<file path="config.mk">
export PLATFORM = sky130hd
export DESIGN_NAME = mac_seq_ctrl
export DESIGN_NICKNAME = d
export VERILOG_FILES = /design/src/rtl/mac_seq_ctrl_pkg.sv /design/src/rtl/mac_issue_ctr.sv /design/src/rtl/mac_seq_ctrl.sv
export SDC_FILE = /design/constraint.sdc
export NUM_CORES = 1
export LEC_CHECK = 0
export BUFFER_PORTS_ARGS = -buffer_cell sky130_fd_sc_hd__buf_2
export CAP_MARGIN = 25
export CELL_PAD_IN_SITES_DETAIL_PLACEMENT = 1
export CELL_PAD_IN_SITES_GLOBAL_PLACEMENT = 1
export CORE_MARGIN = 3
export CORE_UTILIZATION = 39
export DETAILED_ROUTE_END_ITERATION = 6
export PLACE_DENSITY = 0.79
export SYNTH_ARGS = -nofsm -noshare
export SYNTH_HDL_FRONTEND = slang
export SYNTH_HIERARCHICAL = 1
export SYNTH_SLANG_ARGS = --single-unit
</file>
<file path="constraint.sdc">
create_clock -name clk -period 3.2 [get_ports clk]
set_clock_uncertainty 0.05 [all_clocks]
set_input_delay 0.32 -clock clk [delete_from_list [all_inputs] [get_ports clk]]
set_output_delay 0.32 -clock clk [all_outputs]
set_load 0.05 [all_outputs]
</file>
<file path="src/rtl/mac_seq_ctrl_pkg.sv">
// mac_seq_ctrl_pkg: shared state encoding, default widths and length clamp for the MAC sequencer
package mac_seq_ctrl_pkg;
  localparam int AW_DEF = 4;
  localparam int ACC_W_DEF = 18;
  localparam int RD_LAT = 1;
  typedef enum logic [2:0] {
    IDLE  = 3'd0,
    CLEAR = 3'd1,
    ISSUE = 3'd2,
    DRAIN = 3'd3,
    DONE  = 3'd4
  } state_t;
  function automatic int clamp_len(input int l, input int aw);
    return (l > (1 << aw)) ? (1 << aw) : l;
  endfunction
endpackage

</file>
<file path="src/rtl/mac_issue_ctr.sv">
// mac_issue_ctr: term counter driving the operand-memory address, with last-term flag
module mac_issue_ctr #(
  parameter int AW = 4
) (
  input  logic          clk,
  input  logic          rst,
  input  logic          load,
  input  logic [AW:0]   len,
  input  logic          inc,
  output logic          last,
  output logic [AW-1:0] rd_addr
);
  logic [AW:0] cnt, len_q;
  // latch the clamped term count on start, then step one address per issued read
  always_ff @(posedge clk or posedge rst)
    if (rst) begin
      cnt <= '0;
      len_q <= '0;
    end else if (load) begin
      cnt <= '0;
      len_q <= len;
    end else if (inc) cnt <= cnt + (AW+1)'(1);
  assign last = (cnt + (AW+1)'(1)) == len_q;
  assign rd_addr = cnt[AW-1:0];
endmodule

</file>
<file path="src/rtl/mac_seq_ctrl.sv">
// mac_seq_ctrl: sequences clear, operand reads and drain for the MAC, then captures the sum
module mac_seq_ctrl
  import mac_seq_ctrl_pkg::*;
#(
  parameter int AW = AW_DEF,
  parameter int ACC_W = ACC_W_DEF,
  parameter int MAC_LAT = 1
) (
  input  logic             clk,
  input  logic             rst,
  input  logic             start,
  input  logic             abort,
  input  logic [AW:0]      len,
  output logic             rd_en,
  output logic [AW-1:0]    rd_addr,
  output logic             mac_clr,
  output logic             mac_en,
  input  logic [ACC_W-1:0] mac_out,
  output logic             busy,
  output logic             done,
  output logic [ACC_W-1:0] result
);
  localparam int DW = $clog2(MAC_LAT + 2);
  state_t state, state_n;
  logic last, load, inc, clr_d, rd_d, busy_d, done_d;
  logic [DW-1:0] dcnt;
  logic [AW:0] len_c;
  assign len_c = (AW+1)'(clamp_len(int'(len), AW));
  assign load = state == IDLE && start;
  assign inc = (state == CLEAR || state == ISSUE) && !last;
  mac_issue_ctr #(.AW(AW)) u_ctr (
    .clk(clk),
    .rst(rst),
    .load(load),
    .len(len_c),
    .inc(inc),
    .last(last),
    .rd_addr(rd_addr)
  );
  // next state; abort overrides everything outside IDLE, so start cannot win over it
  always_comb begin
    state_n = state;
    case (state)
      IDLE:         if (start) state_n = (len_c == '0) ? DONE : CLEAR;
      CLEAR, ISSUE: state_n = last ? DRAIN : ISSUE;
      DRAIN:        if (dcnt == '0) state_n = DONE;
      default:      state_n = IDLE;
    endcase
    if (abort && state != IDLE) state_n = IDLE;
  end
  // outputs are decoded from the next state so they can be registered alongside it
  always_comb begin
    clr_d = state_n == CLEAR;
    rd_d = state_n == CLEAR || state_n == ISSUE;
    busy_d = rd_d || state_n == DRAIN;
    done_d = state_n == DONE;
  end
  // state and control registers; mac_en follows rd_en by the one-cycle memory latency unless aborted
  always_ff @(posedge clk or posedge rst)
    if (rst) begin
      state <= IDLE;
      mac_clr <= 1'b0;
      rd_en <= 1'b0;
      mac_en <= 1'b0;
      busy <= 1'b0;
      done <= 1'b0;
    end else begin
      state <= state_n;
      mac_clr <= clr_d;
      rd_en <= rd_d;
      mac_en <= rd_en && state_n != IDLE;
      busy <= busy_d;
      done <= done_d;
    end
  // drain countdown covers the last mac_en plus the MAC latency; result is taken on the way to DONE
  always_ff @(posedge clk or posedge rst)
    if (rst) begin
      dcnt <= '0;
      result <= '0;
    end else begin
      dcnt <= (state != DRAIN) ? DW'(MAC_LAT) : dcnt - DW'(1);
      if (state == IDLE && state_n == DONE) result <= '0;
      else if (state == DRAIN && state_n == DONE) result <= mac_out;
    end
endmodule
</file>
After elaboration in Yosys (flattened, before gate mapping). Cells that the tools add are included.

Register bits after elaboration: 38.

Multiplexer cells: 12. Equality and inequality tests: 9. Add/subtract/negate cells: 2. Reduce and logical (&&, ||, !) cells: 18. Order comparisons: 1.

Operators by type and width (count): $mux 18 (2); $mux 5 (3); $eq 3x2->1 const B (4); $mux 3 (4); $pmux 3 s3 (1); $eq 3x1->1 const B (2); $logic_and 1x1->1 (6); $reduce_bool 3->1 (2); $add 5x1->5 const B (1); $eq 5x5->1 (1); $gt 5x5->1 const B (1); $logic_not 5->1 (1); $reduce_bool 2->1 (2); $eq 3x3->1 const B (1); $logic_not 3->1 (1); $logic_or 1x1->1 (3); $ne 3x2->1 const B (1); $logic_not 2->1 (1); $mux 2 (1); $reduce_or 2->1 (1); $sub 2x1->2 const B (1); $logic_not 1->1 (1); $mux 1 (1).

Longest topological paths before layout. Gate-level depths: netlist of the first run.

Word-level depth: 11. Mapped depth: 8. Gate-level depth less buffers: 8.

Modules after synthesis. The synthesis of the first run kept the hierarchy.

Modules (own cells, without submodules): mac_seq_ctrl (cells an instance 92, times used 1, area each 1179.9 sq um, sequential area each 700.7 sq um); mac_issue_ctr (cells an instance 49, times used 1, area each 560.5 sq um, sequential area each 250.2 sq um).

Worst setup path before layout of the first run. OpenSTA, ideal clock, no wires.

Path type: register -> register. Start: reg u_ctr.cnt[0]. End: reg busy. Path buffers: 0. Cell stages (with the launch flop): 9. Required time: 3083 ps. Setup slack: 846 ps. Library setup time: 67 ps. Arrival time: 2237 ps. Period minus slack after synthesis: 2354 ps. Path through: dfrtp_1 > ha_1 > o21ba_1 > a221o_1 > a2111oi_2 > or2_2 > a31oi_1 > a221oi_1 > nand2b_1.

Cells in the longest elaborated chain, start to end: 8. Elaborated cells between the ends (all ways): 10. Classes of those cells: 1 x add/sub; 4 x eq/ne; 3 x mux; 2 x reduce/logical.

RTL lines: start, declared (RTL line mac_issue_ctr.sv:13) `logic [AW:0] cnt, len_q;`; start signal, assigned (RTL line mac_issue_ctr.sv:22) `end else if (inc) cnt <= cnt + (AW+1)'(1);`; $add 5x1->5 (*) (RTL line mac_issue_ctr.sv:23) `assign last = (cnt + (AW+1)'(1)) == len_q;`; $eq 5x5->1 (*) (RTL line mac_issue_ctr.sv:23); net last (RTL line mac_seq_ctrl.sv:25) `logic last, load, inc, clr_d, rd_d, busy_d, done_d;`; $mux 1 (*) (RTL line mac_seq_ctrl.sv:45) `CLEAR, ISSUE: state_n = last ? DRAIN : ISSUE;`; $pmux 3 s3 (*) (RTL line mac_seq_ctrl.sv:43) `case (state)`; $mux 3 (*) (RTL line mac_seq_ctrl.sv:49) `if (abort && state != IDLE) state_n = IDLE;`; net state_n[0] (RTL line mac_seq_ctrl.sv:24) `state_t state, state_n;`; $eq 3x1->1 or $eq 3x2->1 (tied branches) (RTL line mac_seq_ctrl.sv:54) `rd_d = state_n == CLEAR || state_n == ISSUE;`; $logic_or 1x1->1 (RTL line mac_seq_ctrl.sv:54); $logic_or 1x1->1 (*) (RTL line mac_seq_ctrl.sv:55) `busy_d = rd_d || state_n == DRAIN;`; net busy_d (RTL line mac_seq_ctrl.sv:25); end signal, assigned (RTL line mac_seq_ctrl.sv:72) `busy <= busy_d;`; end, declared (RTL line mac_seq_ctrl.sv:19) `output logic busy,`.

The timed path passes the listed nets; every way through them passes the cells marked *. A chain may end at the register's enable or synchronous reset.

Final worst setup path of the first run. Ends and elaborated chain as after synthesis.

==> flow_summary.toml, run 1 <==
[setup_path]
arrival_ns = 2.80
crit_type = "reg2reg"
crit_family = "compound AO/OA/AOI/OAI gates"
slowest_stage = "dfrtp_1"
cp.required_ns = 3.37
worst_setup_path_end_kind = "register"
cp_cell_sequence = "ha_1, o21ba_1, a221o_1, a2111oi_2, or2_2, a31oi_1, a221oi_1, nand2b_1"
max_stage_delay_ns = 0.45
crit_buf_inv = 0
cp-start-kind = "register"
path_max_fanout = 6

[floorplanning]
fp.dieW_um = 72.8
die_h_um = 72.8
initial_utilization = 0.420
dieArea_mm2 = 0.00530
pin_count = 54
core_area_mm2 = 0.00414
placementRows = 23

[timing]
setup_tns_ns = 0
drv_slew = 0
period_share = 0.820
worst_pin_slew_ns = 0.705
relSlewSlack = 0.526
fin_ws_ns = 0.576
fmax_mhz = 381
final_hold_viol_count = 0
finalSetupViolations = 0
min_period_ns = 2.62
rsz0062_at_grt = "no"

[clock_network]
cts_tree = "built"
cts-root-buf = "clkbuf_8"
cts.repair.resized = 0
path_clk_slew_ns = 0.07
cts-htree-levels = 2
clock_sinks = 38
clock_latency_ns = 0.28
cts-buffers-inserted = 5
cts_max_path_buffers = 2

[drt]
vias_per_cell = 5.33
final_antenna_net_count = 0
drt_iter0_drc = 100
drt-wirelength-per-cell_um = 17.4
drc = 0
drt-total-wl_um = 4190
dr.pass1.iters = 4
vias = 1285

[synthesis]
synth_compound_area_frac = 0.143
yosys.area.top_type = "dfrtp_1"
synth-simple-area-share = 0.129
synthDistinctLibCells = 40
synth_top_area_frac = 0.546
async_reset_ff_frac = 1.00
postSynthCellCount = 141
synth_top_family_by_area = "compound AO/OA/AOI/OAI gates"
synth-seq-cells = 38
synthMuxAreaShare = 0.0381
avgSynthCellArea_um2 = 12.3
syn_nets = 170
synth-edff-count = 0
ys_warn_count = 6
synthTopCellsByArea = "dfrtp_1 55%, a22o_1 9.1%, mux2_2 3.2%, xor2_1 3.0%, xnor2_1 2.5%"
synth_xor_area_frac = 0.0554
synth_area_mm2 = 0.00174
yosys.area_share.adder = 0.0144
synth_seq_area_share = 0.546
ys.flop_type = "dfrtp_1"

[pwr]
power_frac_clock = 0.200
vdd_ir_drop_max_v = 0.000448
power.leakage_nw = 1.13
netSwitchingFraction = 0.436
p_per_area_mw_per_mm2 = 960
comb_power_share = 0.434
p_sw_mw = 0.894
p_total_mw = 2.05
internal-power_mw = 1.16
power_frac_seq = 0.366

[outcome]
status = "completed"

[placed_design]
dpl_cell_area_mm2 = 0.00197
dp_slack_ns = 0.603
gp_congestion = 0.786
io_buffers = 53
hpwlAfterDp_um = 3090

[grt]
grt_max_degree = 29
grt_usage = 0.163
grt-ovfl-total = 0
grt_pass1_vias = 1288
grt_pass1_wl_um = 6550
antenna_found_initial = 0

[layout]
drive_gt1_frac = 0.393
antenna-diode-count = 0
utilization = 0.515
stdcell_area_mm2 = 0.00214
n_fill_cell = 473
area_delta_synth_final_pct = 22.7
nNetsFinal = 220

[job]
drv_cap = 0

[min_path]
holdCritPathClass = "in2reg"
power groups by stage:
stage               clock, mW  combinational (mW)  sequential, mW
CTS                     0.420               0.894           0.749
detailed placement          0               0.892           0.757
floorplan                   0               0.432            1.02
global placement            0               0.860           0.745
finish                  0.410               0.890           0.751
global route            0.442               0.943           0.773
cell usage in the layout, fill, tap and decap left out, drive strengths merged, types with 2 or more instances in the layout:
| master | n |
|---|---|
| xnor2 | 5 |
| nand2b | 2 |
| nor2 | 7 |
| a22o | 18 |
| xor2 | 6 |
| o22ai | 2 |
| or2 | 2 |
| dfrtp | 38 |
| nand4 | 3 |
| nor2b | 5 |
| nor3 | 2 |
| nand3 | 3 |
| buf | 55 |
| mux2 | 5 |
| nand2 | 2 |
| nand3b | 2 |
| ha | 2 |
| clkbuf | 6 |
| inv | 9 |
| o21ai | 3 |
final cells by class:
cell class / instances / area (µm²) / area share
Multi-Input combinational cell: 81 / 662 / 0.310
Tap cell: 50 / 62.6 / 0.0293
Clock buffer: 6 / 82.6 / 0.0387
Sequential cell: 38 / 951 / 0.445
Clock inverter: 1 / 30.0 / 0.0141
Inverter: 9 / 33.8 / 0.0158
Timing Repair Buffer: 56 / 314 / 0.147
cell families after synthesis:
family	count (synthesis)
muxes	6
adders and majority gates	2
xor gates and xnor gates	11
and+or+nand+nor	33
AOI/OAI and AO/OA	29
buffers and inverters	22
DFF	38
worst reg2reg max path: stages (launching register included):
cell and delay, ns:
dfrtp_1 0.45, ha_1 0.31, o21ba_1 0.21, a221o_1 0.37
a2111oi_2 0.38, or2_2 0.18, a31oi_1 0.10, a221oi_1 0.36
nand2b_1 0.16
layer usage:
metal,GRT usage,vias to the layer above,part of all wire,wire [µm]
met5,0,-,0,0
met4,0.0492,0,0.011,46
met3,0.0579,5,0.044,184
met2,0.255,33,0.53,2200
met1,0.213,658,0.42,1750
li1,-,589,-,-
worst paths after layout:
check	startpoint	end	slack [ns]	cells past startpoint
min in group asynchronous	rst	u_ctr/len_q[0]	0.52	3
worst min register to register	dcnt[0]	dcnt[0]	0.45	1
worst min-delay path	mac_out[16]	result[16]	0.20	2
worst max-delay path	u_ctr/cnt[0]	busy	0.58	8
max in group asynchronous	rst	busy	2.08	4
worst max register to register	u_ctr/cnt[0]	busy	0.58	8
per-stage QoR:
step | instances | hold slack, ns
after floorplan | 141 | 0.110
after global placement | 231 | 0.275
after detailed placement | 231 | 0.285
after CTS | 239 | 0.193
after global routing | 241 | 0.195
final | 241 | 0.203
cells in the mapped netlist, types with 2 or more instances:
library cell and n:
buf_2 3, xor2_1 6, clkbuf_1 2, buf_4 5, a22o_1 18, buf_6 3
nand2_1 2, mux2_2 5, o21ai_0 2, ha_1 2, xnor2_1 5, nor2_1 7
dfrtp_1 38, inv_1 9, nand3_1 3, nand4_1 3, nor2b_1 5
state kept, by name, indices dropped and copies added (netlist names):
register and cells:
done 1, dcnt 2, mac_clr 1, mac_en 1, result 18, state 3, busy 1, u_ctr/len_q 5
u_ctr/cnt 5, rd_en 1
timing repair:
item	4_1_cts	5_1_grt
buffers inserted	0	0
hold buffers	1	0
endpoints found under the hold margin	10	0
No activity file was read; power rests on OpenSTA's default activity.
==> run 2, diff against run 1 <==
--- a/config.mk
+++ b/config.mk
@@ -10,9 +10,9 @@
 export CELL_PAD_IN_SITES_DETAIL_PLACEMENT = 1
 export CELL_PAD_IN_SITES_GLOBAL_PLACEMENT = 1
 export CORE_MARGIN = 3
-export CORE_UTILIZATION = 39
+export CORE_UTILIZATION = 35
 export DETAILED_ROUTE_END_ITERATION = 6
-export PLACE_DENSITY = 0.79
+export PLACE_DENSITY = 0.75
 export SYNTH_ARGS = -nofsm -noshare
 export SYNTH_HDL_FRONTEND = slang
 export SYNTH_HIERARCHICAL = 1
==> constraint.sdc (replaced) <==
create_clock -name clk -period 2.2 [get_ports clk]
set_clock_uncertainty 0.05 [all_clocks]
set_input_delay 0.22 -clock clk [delete_from_list [all_inputs] [get_ports clk]]
set_output_delay 0.22 -clock clk [all_outputs]
set_load 0.05 [all_outputs]
==> run 2 against run 1 <==
- power rose by 54%
- clock power is 46% higher
- utilization is 4.1 points lower
- critical path depth unchanged
- non-clock buffer count up 7
- largest cell class unchanged
- hold slack got worse by 0.11 ns
- the flow now finishes with violations (setup timing)
==> flow_summary.toml, run 2 (synthesis gave the netlist of run 1 again) <==
[setup_path]
rrSetupSlack_ns = -0.18
r2r-start = "u_ctr/cnt[1]"
timing.rr.end = "busy"
arrival_ns = 2.56
path_max_fanout = 3
r2r_cells = 8
worst_setup_path_end_kind = "register"
crit_type = "reg2reg"
cp.required_ns = 2.38
cp-start-kind = "register"

[clock_network]
clock_latency_ns = 0.29
clock_sinks = 38
cts_max_path_buffers = 2
path_clk_slew_ns = 0.09
cts-htree-levels = 2
cts-buffers-inserted = 5
cts_tree = "built"
cts-root-buf = "clkbuf_8"

[grt]
grt_pass1_vias = 1437
grt-ovfl-total = 0
grt_pass1_wl_um = 7220
grt_usage = 0.153
grt_max_degree = 29
antenna_found_initial = 0

[floorplanning]
dieArea_mm2 = 0.00585
die_h_um = 76.5
initial_utilization = 0.366
fp.dieW_um = 76.5
placementRows = 25
pin_count = 54
core_area_mm2 = 0.00475

[drt]
drt_iter0_drc = 58
drc = 0
drt-wirelength-per-cell_um = 16.4
dr.pass1.iters = 4
final_antenna_net_count = 0
vias_per_cell = 4.95
drt-total-wl_um = 4370
vias = 1317

[timing]
finalSetupViolations = 6
final_hold_viol_count = 0
relSlewSlack = 0.626
drv_slew = 0
fin_ws_ns = -0.175
worst_pin_slew_ns = 0.558
period_share = 1.08
rsz0062_at_grt = "yes"
fmax_mhz = 421
hold_ws_ns = 0.0946
min_period_ns = 2.38

[job]
drv_cap = 0

[layout]
area_delta_synth_final_pct = 29.6
largest_reg_flops = 18
nNetsFinal = 227
stdcell_area_mm2 = 0.00226
final_cell_mix = "53 x buf_2, 37 x dfrtp_1, 18 x a22o_1"
largestRegisters = "result (18), u_ctr/cnt (5), u_ctr/len_q (5)"
utilization = 0.474
regMostFlops = "result"
antenna-diode-count = 0
drive_gt1_frac = 0.452
layout_commonest_cell = "buf_2"
n_fill_cell = 545

[outcome]
status = "finished, violations left"
violations = "setup timing"

[pwr]
p_total_mw = 3.16
p_per_area_mw_per_mm2 = 1400
vdd_ir_drop_max_v = 0.000462
power.leakage_nw = 1.15

[placed_design]
dpl_cell_area_mm2 = 0.00207
hpwlAfterDp_um = 3110
gp_congestion = 0.807
io_buffers = 53

[min_path]
hold_start = "mac_out[13]"
holdPathStages = 2
holdPathEnd = "result[13]"
holdCritPathClass = "in2reg"
[run 2: layout make-up]
| class | count | area (µm²) | share of cell area |
|---|---|---|---|
| Clock buffer | 5 | 68.8 | 0.0305 |
| Clock inverter | 3 | 45.0 | 0.0200 |
| Inverter | 9 | 33.8 | 0.0150 |
| Multi-Input combinational cell | 81 | 726 | 0.322 |
| Sequential cell | 38 | 952 | 0.422 |
| Tap cell | 67 | 83.8 | 0.0372 |
| Timing Repair Buffer | 63 | 347 | 0.154 |
[run 2: per-stage QoR]
step / setup TNS [ns] / worst slack, ns / instances
after global routing: -1.20 / -0.267 / 266
after detailed placement: -0.309 / -0.173 / 255
final: -0.436 / -0.175 / 266
after global placement: -0.0207 / -0.0207 / 255
after floorplan: -0.0179 / -0.0179 / 141
after CTS: -0.252 / -0.116 / 264
[run 2: timing repair]
item	4_1_cts	5_1_grt
hold buffers	1	0
buffers inserted	0	1
endpoints found under the setup margin	5	8
hold endpoints to repair	38	0
pin swaps	0	7
resized for setup	3	5
[run 2: worst max-delay path by stage]
stage | slack [ns] | from | cells after the start | end
final | -0.18 | u_ctr/cnt[1] | 8 | busy
after global routing | -0.27 | u_ctr/cnt[1] | 8 | busy
after CTS | -0.12 | u_ctr/cnt[0] | 8 | busy
after detailed placement | -0.17 | u_ctr/cnt[0] | 8 | busy
after global placement | -0.02 | u_ctr/cnt[0] | 8 | busy
after floorplan | -0.02 | u_ctr/cnt[0] | 8 | busy
[run 2: worst max-delay path, cell delays in order (launching register included)]
cell and delay, ns:
dfrtp_1 0.42, ha_4 0.19, o21ba_1 0.18, a221o_1 0.38
a2111oi_4 0.38, and3b_2 0.27, a31oi_4 0.04, a221oi_2 0.27
nand2b_1 0.14
[run 2: per-layer routing]
| layer | wire length (µm) | track usage | share of wire | vias to the layer above |
|---|---|---|---|---|
| met3 | 146 | 0.0284 | 0.033 | 5 |
| met5 | 0 | 0 | 0 | - |
| met2 | 2320 | 0.256 | 0.53 | 35 |
| li1 | - | - | - | 607 |
| met1 | 1860 | 0.195 | 0.43 | 670 |
| met4 | 42 | 0.0598 | 0.0096 | 0 |
[run 2: where the power goes]
part           total (mW)  switching [mW]  internal, mW  leakage, nW
registers            1.09           0.181         0.908        0.494
clock network       0.599           0.262         0.337       0.0504
logic                1.47           0.968         0.501        0.603
total                3.16            1.41          1.75         1.15
==> run 3, diff against run 2 <==
--- a/config.mk
+++ b/config.mk
@@ -5,14 +5,15 @@
 export SDC_FILE = /design/constraint.sdc
 export NUM_CORES = 1
 export LEC_CHECK = 0
+export ABC_AREA = 1
 export BUFFER_PORTS_ARGS = -buffer_cell sky130_fd_sc_hd__buf_2
 export CAP_MARGIN = 25
 export CELL_PAD_IN_SITES_DETAIL_PLACEMENT = 1
 export CELL_PAD_IN_SITES_GLOBAL_PLACEMENT = 1
 export CORE_MARGIN = 3
-export CORE_UTILIZATION = 35
+export CORE_UTILIZATION = 33
 export DETAILED_ROUTE_END_ITERATION = 6
-export PLACE_DENSITY = 0.75
+export PLACE_DENSITY = 0.76
 export SYNTH_ARGS = -nofsm -noshare
 export SYNTH_HDL_FRONTEND = slang
 export SYNTH_HIERARCHICAL = 1
==> run 3 against run 2 <==
- the flow now finishes without violations
- final area shrank 2.8%
- highest routed layer unchanged
- sequential cell count stayed put
- clock power shrank 3%
- die area grew 6.9%
==> flow_summary.toml, run 3 <==
[drt]
met2WireLength_um = 2120
met1_length_um = 1900
drt-total-wl_um = 4320
dr.pass1.iters = 4
vias = 1506
wl_met3_um = 227
top_layer = "met4"
drc = 0
final_antenna_net_count = 0
drt_iter0_drc = 30
vias_per_cell = 4.40
drt-wirelength-per-cell_um = 12.6

[synthesis]
async_reset_ff_frac = 1.00
synth-edff-count = 0
yosysMostFrequentCell = "nand2_1"
ys_warn_count = 6
syn_nets = 249
synth_common_cells = "95 x nand2_1, 38 x dfrtp_1, 34 x inv_1"
yosys.area.top_type = "dfrtp_1"
synth-seq-cells = 38
synth_seq_area_share = 0.539
synth_area_mm2 = 0.00176
postSynthCellCount = 220
synth_top_area_frac = 0.539
avgSynthCellArea_um2 = 8.02
ys.flop_type = "dfrtp_1"
synthTopCellsByArea = "dfrtp_1 54%, nand2_1 20%, inv_1 7.2%, nand3_1 2.8%, nor2_1 2.6%"
synthDistinctLibCells = 21

[pwr]
p_sw_mw = 1.79
internal-power_mw = 1.76
comb_power_share = 0.509
vdd_ir_drop_max_v = 0.000629
netSwitchingFraction = 0.504
p_per_area_mw_per_mm2 = 1620
power_frac_clock = 0.164
power_frac_seq = 0.327
power.leakage_nw = 1.31

[timing]
setup_tns_ns = 0
drv_slew = 0
min_period_ns = 2.05
relSlewSlack = 0.709
fin_ws_ns = 0.146
fmax_mhz = 487
period_share = 0.934
final_hold_viol_count = 0
worst_pin_slew_ns = 0.435
finalSetupViolations = 0
rsz0062_at_grt = "no"

[layout]
stdcell_area_mm2 = 0.00219
area_delta_synth_final_pct = 24.3
largest_reg_flops = 18
final_cell_mix = "95 x nand2_1, 53 x buf_2, 38 x dfrtp_1"
regMostFlops = "result"
drive_gt1_frac = 0.247
n_fill_cell = 640
layout_commonest_cell = "nand2_1"
largestRegisters = "result (18), u_ctr/cnt (5), u_ctr/len_q (5)"
antenna-diode-count = 0
nNetsFinal = 303
utilization = 0.444

[clock_network]
cts-htree-levels = 2
cts-buffers-inserted = 5
clock_latency_ns = 0.29
cts_tree = "built"
cts-root-buf = "clkbuf_8"
path_clk_slew_ns = 0.07
cts_max_path_buffers = 2
clock_sinks = 38

[placed_design]
dpl_cell_area_mm2 = 0.00207
hpwlAfterDp_um = 3260
io_buffers = 53
dp_slack_ns = 0.210
gp_congestion = 0.807

[setup_path]
crit_start = "u_ctr/cnt[0]"
cp-start-kind = "register"
cp_num_cells = 10
max_stage_delay_ns = 0.43
crit_family = "simple AND/OR/NAND/NOR gates"
worst_setup_path_end_kind = "register"
path_max_fanout = 6
crit_buf_inv = 1
cp.required_ns = 2.35
crit_type = "reg2reg"
r2r_cells = 10
arrival_ns = 2.20
cp_common_cell = "nor2_1"
slowest_stage = "dfrtp_1"
r2r-start = "u_ctr/cnt[0]"
cp_cell_sequence = "ha_1, xnor2_1, nand2_1, nor2_1, nand3_1, nor2_1, nor2_1, inv_1, nand2_1, o22ai_1"

[floorplanning]
die_h_um = 79.1
fp.dieW_um = 79.1
core_area_mm2 = 0.00494
initial_utilization = 0.357
dieArea_mm2 = 0.00626
pin_count = 54
placementRows = 25

[grt]
grt_pass1_wl_um = 7460
grt-ovfl-total = 0
antenna_found_initial = 0
grt_usage = 0.155
grt_max_degree = 29
grt_pass1_vias = 1646

[min_path]
holdCritPathClass = "in2reg"
hold_start = "mac_out[12]"
holdPathStages = 3

[outcome]
status = "completed"

[job]
drv_cap = 0
==> run 3: changes by cell type in the layout (fill, tap and decap cells not counted), moves of 3 or more <==
cell / before / now
nand3_1: 3 / 10
nor2_1: 7 / 12
a22o_1: 18 / 0
o21ai_0: 2 / 5
nand2_1: 1 / 95
buf_4: 8 / 2
xnor2_1: 5 / 1
inv_1: 9 / 34
nor2b_1: 5 / 0
mux2_2: 5 / 0
xor2_1: 6 / 1
==> run 3: timing repair <==
item	CTS	global route
endpoints found under the setup margin	0	1
buffers inserted	0	0
resized for setup	0	1
hold buffers	1	0
endpoints found under the hold margin	38	0
==> run 3: power by group through the flow <==
stage | registers [mW] | logic, mW | clock network (mW)
floorplan | 1.83 | 0.737 | 0
global placement | 1.17 | 1.77 | 0
detailed placement | 1.17 | 1.82 | 0
CTS | 1.16 | 1.83 | 0.606
global route | 1.21 | 1.96 | 0.637
finish | 1.16 | 1.81 | 0.581
==> run 3: metrics by stage <==
step | instances | total power [mW] | hold slack, ns
after detailed placement | 333 | 2.98 | 0.204
after global placement | 333 | 2.94 | 0.186
final | 342 | 3.55 | 0.0698
after CTS | 342 | 3.60 | 0.0622
after global routing | 342 | 3.81 | 0.0644
after floorplan | 220 | 2.57 | 0.0102
==> run 3: worst paths after layout <==
| kind | end | slack, ns |
|---|---|---|
| worst max-delay path | u_ctr/cnt[3] | 0.15 |
| worst min-delay path | result[12] | 0.07 |
| worst max register to register | u_ctr/cnt[3] | 0.15 |
| worst min register to register | dcnt[0] | 0.38 |
| max in group asynchronous | dcnt[1] | 1.34 |
| min in group asynchronous | u_ctr/cnt[2] | 0.42 |
==> run 3: routing by layer <==
| layer | GRT usage | vias up |
|---|---|---|
| met5 | 0 | - |
| met4 | 0.0550 | 0 |
| met2 | 0.269 | 40 |
| met1 | 0.181 | 705 |
| li1 | - | 756 |
| met3 | 0.0454 | 5 |
==> run 3: cell families after synthesis <==
| kind of cell | count (synthesis) | share of synthesized area |
|---|---|---|
| and+or+nand+nor | 125 | 0.298 |
| buffers and inverters | 43 | 0.106 |
| xor gates and xnor gates | 3 | 0.0149 |
| adders and majority gates | 2 | 0.0142 |
| DFF | 38 | 0.539 |
| AOI/OAI and AO/OA | 9 | 0.0277 |
==> run 3: worst min-delay path, cell delays in order <==
cell and delay [ns]:
buf_2 0.07, nand2_1 0.04, nand2_1 0.04
==> run 3: final cells by class <==
cell class,count,area (µm²),area share
Clock inverter,1,30.0,0.0137
Multi-Input combinational cell,139,633,0.289
Sequential cell,38,951,0.434
Tap cell,67,83.8,0.0382
Inverter,34,128,0.0582
Clock buffer,7,76.3,0.0348
Timing Repair Buffer,56,290,0.132
